`config.mk`:
```
export PLATFORM = sky130hd
export DESIGN_NAME = dmem_init_loader_flat
export DESIGN_NICKNAME = d
export VERILOG_FILES = /design/src/rtl/dmem_init_loader_if.sv /design/src/rtl/dmem_init_loader.sv /design/src/flat_wrapper.sv
export SDC_FILE = /design/constraint.sdc
export NUM_CORES = 1
export LEC_CHECK = 0
export CAP_MARGIN = 20
export CORE_MARGIN = 10
export CORE_UTILIZATION = 45
export CTS_BUF_LIST = sky130_fd_sc_hd__clkbuf_8
export DETAILED_ROUTE_END_ITERATION = 10
export GPL_TIMING_DRIVEN = 0
export PLACE_DENSITY = 0.7
export SLEW_MARGIN = 0
export SYNTH_ARGS = -nofsm -noshare
export SYNTH_HDL_FRONTEND = slang
export SYNTH_SLANG_ARGS = --single-unit
```
`constraint.sdc`:
```
create_clock -name i_clk -period 3.11 [get_ports i_clk]
set_clock_uncertainty 0.1 [all_clocks]
set_input_delay 0.622 -clock i_clk [delete_from_list [all_inputs] [get_ports i_clk]]
set_output_delay 0.622 -clock i_clk [all_outputs]
set_load 0.01 [all_outputs]
```
`src/rtl/dmem_init_loader_if.sv`:
```
// Byte-stream input and data-memory init write port of the program loader.
// The env side (master) feeds bytes and stall; the loader (slave) writes.
interface dmem_init_loader_if;
  logic        rx_valid;
  logic [7:0]  rx_data;
  logic        rx_ready;
  logic        dmem_stall;
  logic [3:0]  dmem_init_wen;
  logic [31:0] dmem_init_addr;
  logic [31:0] dmem_init_data;

  modport master (
    output rx_valid,
    output rx_data,
    output dmem_stall,
    input  rx_ready,
    input  dmem_init_wen,
    input  dmem_init_addr,
    input  dmem_init_data
  );

  modport slave (
    input  rx_valid,
    input  rx_data,
    input  dmem_stall,
    output rx_ready,
    output dmem_init_wen,
    output dmem_init_addr,
    output dmem_init_data
  );
endinterface

```
`src/rtl/dmem_init_loader.sv`:
```
// Length-prefixed byte-stream loader: assembles LE words and writes them
// into data memory through the init port, then hands memory to the core.
module dmem_init_loader #(
  parameter logic [31:0] BASE_ADDR = 32'h0000_0000,
  parameter int          MAX_WORDS = 4096,
  parameter int          CNT_WIDTH = 32
) (
  input  logic                 i_clk,
  input  logic                 i_rst_n,
  dmem_init_loader_if.slave    bus,
  output logic                 o_dmem_init_done,
  output logic                 o_error,
  output logic [CNT_WIDTH-1:0] o_word_count
);

  typedef enum logic [2:0] {
    S_HDR,
    S_DATA,
    S_WRITE,
    S_DONE,
    S_ERR
  } state_e;

  state_e               state_q;
  logic [1:0]           idx_q;
  logic [31:0]          word_q;
  logic [CNT_WIDTH-1:0] len_q;
  logic [CNT_WIDTH-1:0] cnt_q;
  logic [31:0]          addr_q;
  logic [3:0]           wen_q;
  logic                 done_q;
  logic                 err_q;

  logic                 rx_ready;
  logic                 take;
  logic [31:0]          shift_d;
  logic [CNT_WIDTH-1:0] cnt_d;
  logic [31:0]          addr_d;

  assign rx_ready = (state_q == S_HDR) || (state_q == S_DATA);
  assign take     = bus.rx_valid && rx_ready;
  // Bytes arrive LSB first, so each one enters at the top and shifts down.
  assign shift_d  = {bus.rx_data, word_q[31:8]};
  assign cnt_d    = cnt_q + CNT_WIDTH'(1);
  assign addr_d   = addr_q + 32'd4;

  always_ff @(posedge i_clk) begin
    if (!i_rst_n) begin
      state_q <= S_HDR;
      idx_q   <= 2'd0;
      word_q  <= 32'd0;
      len_q   <= '0;
      cnt_q   <= '0;
      addr_q  <= BASE_ADDR;
      wen_q   <= 4'b0000;
      done_q  <= 1'b0;
      err_q   <= 1'b0;
    end else begin
      unique case (state_q)
        S_HDR: begin
          if (take) begin
            word_q <= shift_d;
            idx_q  <= idx_q + 2'd1;
            if (idx_q == 2'd3) begin
              len_q <= CNT_WIDTH'(shift_d);
              if (shift_d == 32'd0) begin
                state_q <= S_DONE;
                done_q  <= 1'b1;
              end else if (shift_d > 32'(MAX_WORDS)) begin
                state_q <= S_ERR;
                err_q   <= 1'b1;
              end else begin
                state_q <= S_DATA;
              end
            end
          end
        end
        S_DATA: begin
          if (take) begin
            word_q <= shift_d;
            idx_q  <= idx_q + 2'd1;
            if (idx_q == 2'd3) begin
              state_q <= S_WRITE;
              wen_q   <= 4'b1111;
            end
          end
        end
        S_WRITE: begin
          // Dropping wen on the accept edge prevents a duplicate write.
          if (!bus.dmem_stall) begin
            wen_q  <= 4'b0000;
            cnt_q  <= cnt_d;
            addr_q <= addr_d;
            if (cnt_d == len_q) begin
              state_q <= S_DONE;
              done_q  <= 1'b1;
            end else begin
              state_q <= S_DATA;
            end
          end
        end
        S_DONE: begin
          state_q <= S_DONE;
        end
        S_ERR: begin
          state_q <= S_ERR;
        end
        default: begin
          state_q <= S_HDR;
        end
      endcase
    end
  end

  assign bus.rx_ready       = rx_ready;
  assign bus.dmem_init_wen  = wen_q;
  assign bus.dmem_init_addr = addr_q;
  assign bus.dmem_init_data = word_q;
  assign o_dmem_init_done   = done_q;
  assign o_error            = err_q;
  assign o_word_count       = cnt_q;

endmodule
```
`src/flat_wrapper.sv`:
```
// flat-port wrapper written by rule: the top's interface ports become plain ports
module dmem_init_loader_flat 
#(
  parameter logic [31:0] BASE_ADDR = 32'h0000_0000,
  parameter int          MAX_WORDS = 4096,
  parameter int          CNT_WIDTH = 32
)
  (i_clk, i_rst_n, o_dmem_init_done, o_error, o_word_count, bus_rx_valid, bus_rx_data, bus_dmem_stall, bus_rx_ready, bus_dmem_init_wen, bus_dmem_init_addr, bus_dmem_init_data);
  dmem_init_loader_if bus_i ();
  input  logic i_clk;
  input  logic i_rst_n;
  output logic o_dmem_init_done;
  output logic o_error;
  output logic [CNT_WIDTH-1:0] o_word_count;
  input wire logic [$bits(bus_i.rx_valid)-1:0] bus_rx_valid;
  input wire logic [$bits(bus_i.rx_data)-1:0] bus_rx_data;
  input wire logic [$bits(bus_i.dmem_stall)-1:0] bus_dmem_stall;
  output wire logic [$bits(bus_i.rx_ready)-1:0] bus_rx_ready;
  output wire logic [$bits(bus_i.dmem_init_wen)-1:0] bus_dmem_init_wen;
  output wire logic [$bits(bus_i.dmem_init_addr)-1:0] bus_dmem_init_addr;
  output wire logic [$bits(bus_i.dmem_init_data)-1:0] bus_dmem_init_data;
  assign bus_i.rx_valid = bus_rx_valid;
  assign bus_i.rx_data = bus_rx_data;
  assign bus_i.dmem_stall = bus_dmem_stall;
  assign bus_rx_ready = bus_i.rx_ready;
  assign bus_dmem_init_wen = bus_i.dmem_init_wen;
  assign bus_dmem_init_addr = bus_i.dmem_init_addr;
  assign bus_dmem_init_data = bus_i.dmem_init_data;
  dmem_init_loader #(.BASE_ADDR(BASE_ADDR), .MAX_WORDS(MAX_WORDS), .CNT_WIDTH(CNT_WIDTH)) u_core (.i_clk(i_clk), .i_rst_n(i_rst_n), .bus(bus_i), .o_dmem_init_done(o_dmem_init_done), .o_error(o_error), .o_word_count(o_word_count));
endmodule
```
After elaboration in Yosys (flattened, before gate mapping)
Cells that the tools add are included.
{"block": "totals", "reg_bits": 139, "in_bits": 12, "wordCells": 61}
{"block": "op_classes", "addsub": 3, "order_cmp": 1, "eq_ne": 13, "n_mux": 19, "bitwise": 2, "n_reduce_logical": 14}
{"op": "$add A32 B1 Y32 const B", "count": 1}
{"op": "$add A32 B3 Y32 const B", "count": 1}
{"op": "$eq A32 B32 Y1", "count": 1}
{"op": "$gt A32 B13 Y1 const B", "count": 1}
{"op": "$logic_not A32 Y1", "count": 1}
{"op": "$mux W3", "count": 7}
{"op": "$pmux W3 S5", "count": 1}
{"op": "$mux W4", "count": 3}
{"op": "$reduce_and A5 Y1", "count": 2}
{"op": "$ne A2 B2 Y1 const B", "count": 4}
{"op": "$pmux W4 S2", "count": 1}
{"op": "$eq A3 B2 Y1 const B", "count": 2}
{"op": "$ne A2 B1 Y1 const B", "count": 3}
{"op": "$reduce_and A6 Y1", "count": 1}
{"op": "$mux W1", "count": 5}
{"op": "$reduce_and A2 Y1", "count": 2}
{"op": "$reduce_and A4 Y1", "count": 1}
{"op": "$reduce_bool A2 Y1", "count": 2}
{"op": "$eq A3 B1 Y1 const B", "count": 1}
{"op": "$eq A3 B3 Y1 const B", "count": 1}
{"op": "$logic_not A3 Y1", "count": 1}
{"op": "$reduce_and A3 Y1", "count": 1}
{"op": "$add A2 B1 Y2 const B", "count": 1}
{"op": "$eq A2 B2 Y1 const B", "count": 1}
{"op": "6 further kinds", "count": 7}

Depth between registers and ports, before layout
{"block": "depth", "ltp_word": 6, "mapped_depth": 10, "depth_no_buf": 8}

Worst setup path before layout
OpenSTA, ideal clock, no wires.
{"block": "synth_timing", "path_kind": "register -> register", "start": "register u_core.cnt_q[0] (netlist: u_core.o_word_count[0])", "end": "register u_core.state_q[1]", "arrival_time_ns": 2.714, "t_required_ns": 2.907, "path_slack_ns": 0.192, "path_stages_with_launch": 10, "n_path_buf": 1, "synth_period_minus_slack_ns": 2.918, "cell_sequence": "dfxtp_1 ha_1 clkbuf_1 and4_1 nand2_1 or4_1 a2111oi_0 and4_1 nand4_2 a2111oi_2"}
{"block": "synth_via", "elab_chain_cells": 5}
{"item": "start: declaration", "line": "dmem_init_loader.sv:28", "rtl": "logic [CNT_WIDTH-1:0] cnt_q;"}
{"item": "start signal: assignment", "line": "dmem_init_loader.sv:92", "rtl": "cnt_q <= cnt_d;"}
{"item": "$add A32 B1 Y32", "line": "dmem_init_loader.sv:44", "rtl": "assign cnt_d = cnt_q + CNT_WIDTH'(1);"}
{"item": "$eq A32 B32 Y1", "line": "dmem_init_loader.sv:94", "rtl": "if (cnt_d == len_q) begin"}
{"item": "$mux W2", "line": "dmem_init_loader.sv:94"}
{"item": "$mux W3", "line": "dmem_init_loader.sv:90", "rtl": "if (!bus.dmem_stall) begin"}
{"item": "$pmux W3 S5", "line": "dmem_init_loader.sv:59", "rtl": "unique case (state_q)"}
{"item": "end signal: assignment", "line": "dmem_init_loader.sv:67", "rtl": "state_q <= S_DONE;"}
{"item": "end signal: assignment", "line": "dmem_init_loader.sv:95", "rtl": "state_q <= S_DONE;"}
{"item": "end signal: assignment", "line": "dmem_init_loader.sv:98", "rtl": "state_q <= S_DATA;"}
{"item": "end: declaration", "line": "dmem_init_loader.sv:24", "rtl": "state_e state_q;"}
No other way between the ends. The select of a mux whose other input is x is not followed.
A chain may end at the register's enable or synchronous reset.

Worst setup path after layout
{"block": "layout_timing", "start": "register u_core.cnt_q[1] (netlist: u_core.o_word_count[1])", "end": "register u_core.state_q[1]"}
Same word-level chain as after synthesis.

==> results.sh <==
export IMPL_outcome="finished clean"
export IMPL_p_leak_uw=0.00288
export IMPL_nets=973
export IMPL_yosys_area_top_type="dfxtp_1"
export IMPL_r2r_start="u_core.o_word_count[1]"
export IMPL_cts_made_buffers=17
export IMPL_gr_total_overflow=0
export IMPL_crit_buf_inv=0
export IMPL_path_class="reg2reg"
export IMPL_grt_pass1_wl_mm=30.9
export IMPL_timing_rr_end="u_core.state_q[1]"
export IMPL_holdPathEnd="u_core.bus.dmem_init_data[1]"
export IMPL_r2r_cells=8
export IMPL_wl_mm=19.0
export IMPL_cts_sinks=134
export IMPL_diodes=0
export IMPL_ys_ff_latch=134
export IMPL_fin_tns_setup_ns=0
export IMPL_synthToLayoutAreaGrowth_pct=28.8
export IMPL_initial_core_util_pct=46.3
export IMPL_min_path_cells=2
export IMPL_max_stage_delay_ns=0.58
export IMPL_crit_chain="ha_4 > and4_1 > nand2_1 > or4_1 > nand4b_1 > a211oi_1 > nand4_2 > a2111oi_4"
export IMPL_coreArea_um2=14000
export IMPL_tightestPinTransition_ns=0.756
export IMPL_drt_antenna_violating_nets=0
export IMPL_cp_max_fo=9
export IMPL_first_iter_violations=479
export IMPL_rows=43
export IMPL_path_delay_family="simple AND/OR/NAND/NOR gates"
export IMPL_period_needed_ns=3.02
export IMPL_timing_hold_violations_final=0
export IMPL_fmax_ghz=0.331
export IMPL_dpl_cell_count=1119
export IMPL_slowest_stage="or4_1"
export IMPL_maxCapViolations=0
export IMPL_drive_gt1_share_pct=7.42
export IMPL_setup_ws_ns=0.0867
export IMPL_yosys_most_used_dff="dfxtp_1"
export IMPL_synth_top_area_share_pct=41.4
export IMPL_clock_latency_ns=0.46
export IMPL_hold_slack_ns=0.356
export IMPL_syn_avg_cell_area_um2=7.85
export IMPL_relSlewSlack_pct=49.6
export IMPL_r2r_setup_slack_ns=0.09
export IMPL_startpoint_type="flop"
export IMPL_grt_max_degree=17
export IMPL_rsz0062_at_grt="true"
export IMPL_instances_no_fill=1151
export IMPL_worst_ep_arrival_time_ns=3.29
export IMPL_gp_congestion=0.907
export IMPL_cts_tree="built"
export IMPL_post_place_ws_ns=-0.534
export IMPL_vdd_drop_max_v=0.000251
export IMPL_grt_usage_pct=19.1
export IMPL_synth_edff_count=0
export IMPL_die_w_um=140
export IMPL_wl_per_cell_um=16.5
export IMPL_hp_start="u_core.bus.dmem_init_data[1]"
export IMPL_die_y_um=140
export IMPL_yosys_top_cells_area="dfxtp_1, nand2_1, xor2_1"
export IMPL_yosys_warnings=0
export IMPL_finalSetupViolations=0
export IMPL_critPathLaunch="u_core.o_word_count[1]"
export IMPL_dr_pass1_iters=5
export IMPL_total_power_uw=3380
export IMPL_dieArea_um2=19600
export IMPL_clock_root_buffer="clkbuf_8"
export IMPL_via_count=6170
export IMPL_antenna_found_initial=0
export IMPL_hpwl_mm=14.3
export IMPL_synth_seq_area_share_pct=41.4
export IMPL_power_density_nw_per_um2=405
export IMPL_yosysUniqueCellTypes=53
export IMPL_htreeDepth=4
export IMPL_hp_class="reg2reg"
export IMPL_cp_required_ns=3.37
export IMPL_synth_cell_area_um2=6480
export IMPL_routed_via_density=5.36
export IMPL_cts_buffer_depth=2
export IMPL_synth_cells=826
export IMPL_pin_count=115
export IMPL_cts_clk_slew_worst_paths_ns=0.08
export IMPL_end_kind="flop"
export IMPL_grt_pass1_vias=5829
export IMPL_finalCritPeriodShare_pct=97.2
export IMPL_drv_slew=0
export IMPL_postSynth_asyncResetShare_pct=0
export IMPL_drc=0
export IMPL_io_buffers=112
## power by group
part           internal [uW]  switching [uW]
combinational           59.0            93.1
sequential              1730            23.2
clock                    772             706
## Yosys cell counts (10+ instances only)
master / n
nand2_1: 174
and4_1: 10
o21ai_0: 15
and2_1: 10
nor2_1: 80
nand4_1: 25
or3_1: 12
a21oi_1: 82
nor4_1: 18
nor3_1: 17
nand3_1: 23
xor2_1: 49
clkbuf_1: 43
dfxtp_1: 134
xnor2_1: 46
## how the worst max path moves through the flow
stage | depth (start not counted) | to
floorplan | 9 | u_core.state_q[1]
global placement | 8 | u_core.bus.dmem_init_addr[28]
detailed placement | 8 | u_core.bus.dmem_init_addr[28]
CTS | 9 | u_core.state_q[1]
global route | 9 | u_core.state_q[1]
finish | 8 | u_core.state_q[1]
## flip-flops by register name, summed over array words and instances, names as in the netlist
| signal | count |
|---|---|
| u_core.bus.dmem_init_addr | 30 |
| u_core.o_error | 1 |
| u_core.o_dmem_init_done | 1 |
| u_core.bus.dmem_init_wen | 1 |
| u_core.bus.dmem_init_data | 32 |
| u_core.len_q | 32 |
| u_core.idx_q | 2 |
| u_core.o_word_count | 32 |
| u_core.state_q | 3 |
## through the flow
step / cell area, um^2 / util, %
2_1_floorplan: 6480 / -
4_1_cts: 8270 / 59.1
6_report: 8350 / 59.7
5_1_grt: 8350 / 59.7
3_3_place_gp: 7830 / 56.0
3_5_place_dp: 7830 / 56.0
## area by class of cell
| class | instances | area (um^2) |
|---|---|---|
| Fill cell | 1344 | 5640 |
| Clock buffer | 20 | 275 |
| Multi-Input combinational cell | 628 | 3620 |
| Buffer | 59 | 270 |
| Timing Repair Buffer | 114 | 1140 |
| Tap cell | 180 | 225 |
| Sequential cell | 134 | 2680 |
| Clock inverter | 12 | 128 |
| Inverter | 4 | 15.0 |
## cells in the final DEF (no fill, tap or decap), types with 3 or more instances in the layout
cell             instances
a211oi_1                 4
a21oi_1                 82
a31oi_1                  8
and2_1                  10
and3_1                   6
and4_1                  10
buf_1                    3
buf_2                    3
buf_4                   10
clkbuf_1                40
clkbuf_2                 3
clkbuf_8                20
clkdlybuf4s50_1        112
clkinv_2                 3
clkinvlp_4               3
dfxtp_1                133
inv_1                    5
nand2_1                174
nand2b_1                 5
nand3_1                 23
nand4_1                 25
nor2_1                  80
nor3_1                  13
nor3_2                   3
nor3b_1                  3
nor4_1                  15
o21ai_0                 15
or2_2                    5
or3_1                   12
xnor2_1                 46
xor2_1                  49
## cell families after synthesis
group	count (synthesis)	share of synthesized area, %
DFF	134	41.4
buffers and inverters	65	4.44
adders and majority gates	3	0.579
other	1	0.0579
xor gates and xnor gates	96	13.2
AOI/OAI and AO/OA	126	11.0
and+or+nand+nor	401	29.3
## worst register-to-register path, stage by stage (launching register included)
cell,delay [ns]
dfxtp_1,0.49
ha_4,0.25
and4_1,0.23
nand2_1,0.15
or4_1,0.58
nand4b_1,0.20
a211oi_1,0.36
nand4_2,0.25
a2111oi_4,0.34
## per-layer routing
| layer | track usage [%] | part of all wire, % | vias up |
|---|---|---|---|
| met4 | 5.54 | 1.3 | 0 |
| met2 | 29.1 | 44 | 200 |
| met3 | 6.05 | 8.0 | 23 |
| li1 | - | - | 3081 |
| met1 | 25.2 | 46 | 2866 |
| met5 | 0 | 0 | - |
## repair_timing
action                                  in CTS  in global routing
pin swaps                                    0                  2
endpoints found under the setup margin       5                  7
hold buffers                                 0                  0
gates resized for setup                      7                 16
setup buffers                                0                  2
No activity file was read; power rests on OpenSTA's default activity.
